### config.mk
export PLATFORM = sky130hd
export DESIGN_NAME = deser_sync_ctrl
export DESIGN_NICKNAME = d
export VERILOG_FILES = /design/src/rtl/deser_sync_ctrl.sv
export SDC_FILE = /design/constraint.sdc
export NUM_CORES = 1
export LEC_CHECK = 0
export CORE_ASPECT_RATIO = 0.9
export CORE_MARGIN = 2
export CORE_UTILIZATION = 55
export DETAILED_ROUTE_END_ITERATION = 16
export PLACE_DENSITY = 0.84
export SETUP_SLACK_MARGIN = 0.4
export SLEW_MARGIN = 40
export SYNTH_ARGS = -nofsm -noshare
export SYNTH_HDL_FRONTEND = slang
export SYNTH_SLANG_ARGS = --single-unit
export TNS_END_PERCENT = 100
### constraint.sdc
create_clock -name clk -period 3.8 [get_ports clk]
set_input_delay 0.38 -clock clk [delete_from_list [all_inputs] [get_ports clk]]
set_output_delay 0.38 -clock clk [all_outputs]
set_load 0.01 [all_outputs]
### src/rtl/deser_sync_ctrl.sv
// Link-sync controller behind the 8-bit deserializer: acquires word lock on
// consecutive COM symbols, strips K symbols, and forwards data bytes while locked.
module deser_sync_ctrl #(
  parameter int unsigned BITS       = 8,
  parameter logic [BITS-1:0] COM_VAL = BITS'(8'hBC),
  parameter logic [BITS-1:0] IDL_VAL = BITS'(8'h7C),
  parameter int unsigned LOCK_COUNT = 4,
  parameter int unsigned ERR_LIMIT  = 3
) (
  input  logic            clk,
  input  logic            reset_L,
  input  logic            in_valid,
  input  logic [BITS-1:0] in_data,
  input  logic            in_dk,
  output logic            out_valid,
  output logic [BITS-1:0] out_data,
  output logic            active,
  output logic            lock_lost,
  output logic [7:0]      err_total
);

  localparam int unsigned CW = 4;
  localparam logic [CW-1:0] LOCK_CNT_W = CW'(LOCK_COUNT);
  localparam logic [CW-1:0] ERR_LIM_W  = CW'(ERR_LIMIT);

  typedef enum logic [1:0] {
    SEARCH  = 2'd0,
    LOCKING = 2'd1,
    ACTIVE  = 2'd2
  } state_t;

  state_t        state;
  logic [CW-1:0] com_cnt;
  logic [CW-1:0] err_cnt;

  logic          is_com;
  logic          is_idle;
  logic [CW-1:0] com_inc;
  logic [CW-1:0] err_inc;

  // Symbol classification and counter increments for the current input byte.
  always_comb begin
    is_com  = in_dk && (in_data == COM_VAL);
    is_idle = in_dk && (in_data == IDL_VAL);
    com_inc = com_cnt + CW'(1);
    err_inc = err_cnt + CW'(1);
  end

  // Lock FSM with registered outputs; everything advances only on accepted bytes.
  always_ff @(posedge clk or negedge reset_L) begin
    if (!reset_L) begin
      state     <= SEARCH;
      com_cnt   <= '0;
      err_cnt   <= '0;
      out_valid <= 1'b0;
      out_data  <= '0;
      active    <= 1'b0;
      lock_lost <= 1'b0;
      err_total <= 8'd0;
    end else begin
      out_valid <= 1'b0;
      lock_lost <= 1'b0;
      if (in_valid) begin
        case (state)
          SEARCH: begin
            if (is_com) begin
              state   <= LOCKING;
              com_cnt <= CW'(1);
            end
          end
          LOCKING: begin
            if (is_com) begin
              if (com_inc == LOCK_CNT_W) begin
                state   <= ACTIVE;
                active  <= 1'b1;
                com_cnt <= '0;
                err_cnt <= '0;
              end else begin
                com_cnt <= com_inc;
              end
            end else begin
              state   <= SEARCH;
              com_cnt <= '0;
            end
          end
          ACTIVE: begin
            if (!in_dk) begin
              out_valid <= 1'b1;
              out_data  <= in_data;
            end else if (is_com) begin
              err_cnt <= '0;
            end else if (!is_idle) begin
              if (err_total != 8'hFF) begin
                err_total <= err_total + 8'd1;
              end
              if (err_inc == ERR_LIM_W) begin
                state     <= SEARCH;
                active    <= 1'b0;
                lock_lost <= 1'b1;
                err_cnt   <= '0;
              end else begin
                err_cnt <= err_inc;
              end
            end
          end
          default: begin
            state   <= SEARCH;
            com_cnt <= '0;
            err_cnt <= '0;
            active  <= 1'b0;
          end
        endcase
      end
    end
  end

endmodule
==> out/results.txt <==
Worst R2R Path Depth: 6
most frequent cells in the layout: clkdlybuf4s50_1 (30), dfrtp_1 (29), nand2_1 (11)
P&R area growth vs syn: 27.6%
1st-iter DRT viols: 61
commonest non-fill, non-tap cell in the layout: clkdlybuf4s50_1
peak supply drop: 0.303 mV
Total GRT Usage: 23.0%
Clock Skew: 5.52 ps
Core Area: 0.00273 mm2
Die Area: 0.00330 mm2
clock sink total: 29
final worst slack: 1780 ps
final hold vios: 0
crit-path max FO: 8
CP endpoint: err_cnt[1]$_DFFE_PN0P_
htree depth: 2
Design Area, Final: 0.00201 mm2
pre-CTS setup slack: 1570 ps
clock buffer depth: 2
CP Launch Type: flip-flop
crit share post-route: 53.2%
hold_buf cts: 0
number of global-route vias before repair: 1208
Max Freq: 0.494 GHz
final setup TNS: 0 ps
Syn. warnings: 0
final core utilization: 73.6%
CTS tree: built
final setup fails: 0
Initial Util: 57.7%
Crit. End Element: flip-flop
average size of a mapped cell: 11.3 um2
vias per cell: 5.74
CP arrival: 2250 ps
Port Buf Inserts: 30
largest net degree at the start of global routing: 30
status: finished, final reports clean
Crit Path Category: reg2reg
routed vias: 1239
register area share after synthesis: 46.1%
Seq cells post-synth: 29
antenna cells: 0
leakage dissipation: 0.828 nW
Hold Path Class: in2async
Gate Count Post-Synth: 139
clock-pin slew on the worst setup and hold paths: 90 ps
die height: 54.7 um
total I/O pin count: 31
CP required: 4030 ps
# fillers: 197
Post-synth EDFFs: 0
# rows: 18
Worst slew margin: 72.8%
Register-to-Register Setup Slack: 1780 ps
first-pass GRT wire length: 5380 um
post-cts sizing count: 0
RSZ-0062 raised after global routing: no
die width: 60.4 um
initial antenna violation count: 0
GRT overflow: 0
Cell Area, Placed: 0.00192 mm2
Mapped Area: 0.00157 mm2
share of cells above drive strength 1: 18.8%
Clk Latency, worst-skew pair: 330 ps
Total Wirelength: 3410 um
async set-reset flop share out of synthesis: 100%
CTS Root Cell: clkbuf_4
Post-Syn Nets: 156
unique cell type count in the Yosys netlist: 47
wire per inst: 15.8 um
Worst-Margin Slew: 404 ps
CTS buffer count: 5
Setup Buffers After CTS: 0
RR Startpoint: com_cnt[0]$_DFFE_PN0P_
final slew viol count: 0
GPL Wtd Cong: 0.921
Main synth FF type: dfrtp_1
DR pass1 iterations: 4
FF-to-FF End: err_cnt[1]$_DFFE_PN0P_
HPWL after DPL: 2560 um
remaining routing DRC violations: 0
MaxCap Viol Count: 0
# nets final: 192
Crit. Startpoint: com_cnt[0]$_DFFE_PN0P_
Final ANT Viol Nets: 0
fin crit period: 2020 ps
PnR Total Power: 781 uW
power density cells: 389 mW/mm2
[registers in the layout (all words and copies together) (netlist names)]
name,flops
active,1
com_cnt,4
err_cnt,4
err_total,8
lock_lost,1
out_data,8
out_valid,1
state,2
[critical path, cell delays in order, from the launching register on]
cell     delay (ps)
dfrtp_1         480
ha_1            280
and3b_2         270
a31oi_4         130
o31ai_4         340
nand2_4         110
mux2_4          310
[through the flow]
stage          hold WS [ps]  instances
4_1_cts                 430        216
2_1_floorplan          84.4        139
3_3_place_gp            490        208
5_1_grt                 455        216
3_5_place_dp            500        208
6_report                421        216
[layout make-up]
type / instances / area (um2) / area share [%]
clock buffer: 7 / 55.1 / 2.74
clock inverter: 1 / 30.0 / 1.50
inverter: 3 / 11.3 / 0.561
multi-input combinational: 105 / 827 / 41.2
sequential: 29 / 726 / 36.2
tap: 40 / 50.0 / 2.49
timing repair buffer: 31 / 308 / 15.3
[worst min path at each step]
stage / cells after the start / startpoint / to
6_report: 2 / reset_L / err_total[6]$_DFFE_PN0P_
5_1_grt: 2 / reset_L / out_data[4]$_DFFE_PN0P_
4_1_cts: 2 / reset_L / err_total[2]$_DFFE_PN0P_
3_5_place_dp: 1 / out_data[6]$_DFFE_PN0P_ / out_data[6]$_DFFE_PN0P_
3_3_place_gp: 1 / out_data[5]$_DFFE_PN0P_ / out_data[5]$_DFFE_PN0P_
2_1_floorplan: 0 / reset_L / active$_DFFE_PN0P_
[cells by family (layout without fill, tap and decap cells)]
logic type | after synthesis | count (layout) | synth area share (%)
multiplexers | 12 | 12 | 8.99
adder cells (fa/ha/maj) | 5 | 5 | 3.98
flip-flops | 29 | 29 | 46.1
AO/OA/AOI/OAI | 31 | 31 | 15.4
AND/OR/NAND/NOR | 50 | 50 | 20.4
XOR/XNOR | 7 | 7 | 3.90
buffers and inverters | 5 | 42 | 1.27
[power by group]
part           switching (mW)  internal [mW]  total (mW)
Sequential             0.0268          0.341       0.367
Combinational          0.0579         0.0901       0.148
Clock                   0.109          0.157       0.266
Total                   0.194          0.588       0.781
[synth_stat cells (2+ instances only)]
library cell / number / area [um2]
a21bo_2: 2 / 20.0
a21oi_1: 6 / 30.0
a31oi_1: 3 / 18.8
a32o_1: 2 / 20.0
and3_1: 2 / 12.5
and4_1: 2 / 17.5
dfrtp_1: 29 / 726
ha_1: 5 / 62.6
inv_1: 3 / 11.3
mux2_2: 9 / 101
mux2_4: 2 / 30.0
nand2_1: 11 / 41.3
nand3_1: 4 / 20.0
nand3b_1: 3 / 22.5
nand4_1: 3 / 18.8
nor2_1: 5 / 18.8
nor2_2: 2 / 12.5
nor2b_1: 3 / 18.8
nor3_1: 3 / 15.0
o211ai_1: 2 / 15.0
o21ai_0: 6 / 30.0
o2bb2ai_1: 2 / 17.5
xnor2_1: 5 / 43.8
xor2_1: 2 / 17.5
[per-layer routing]
layer	vias to the layer above	share of wire (%)	global-route usage, %
met3	5	5.4	6.86
met1	611	43	26.9
met2	33	50	38.2
li1	590	-	-
met4	0	1.3	12.2
met5	-	0	0
Note: power is estimated with default switching activity, not from simulation.
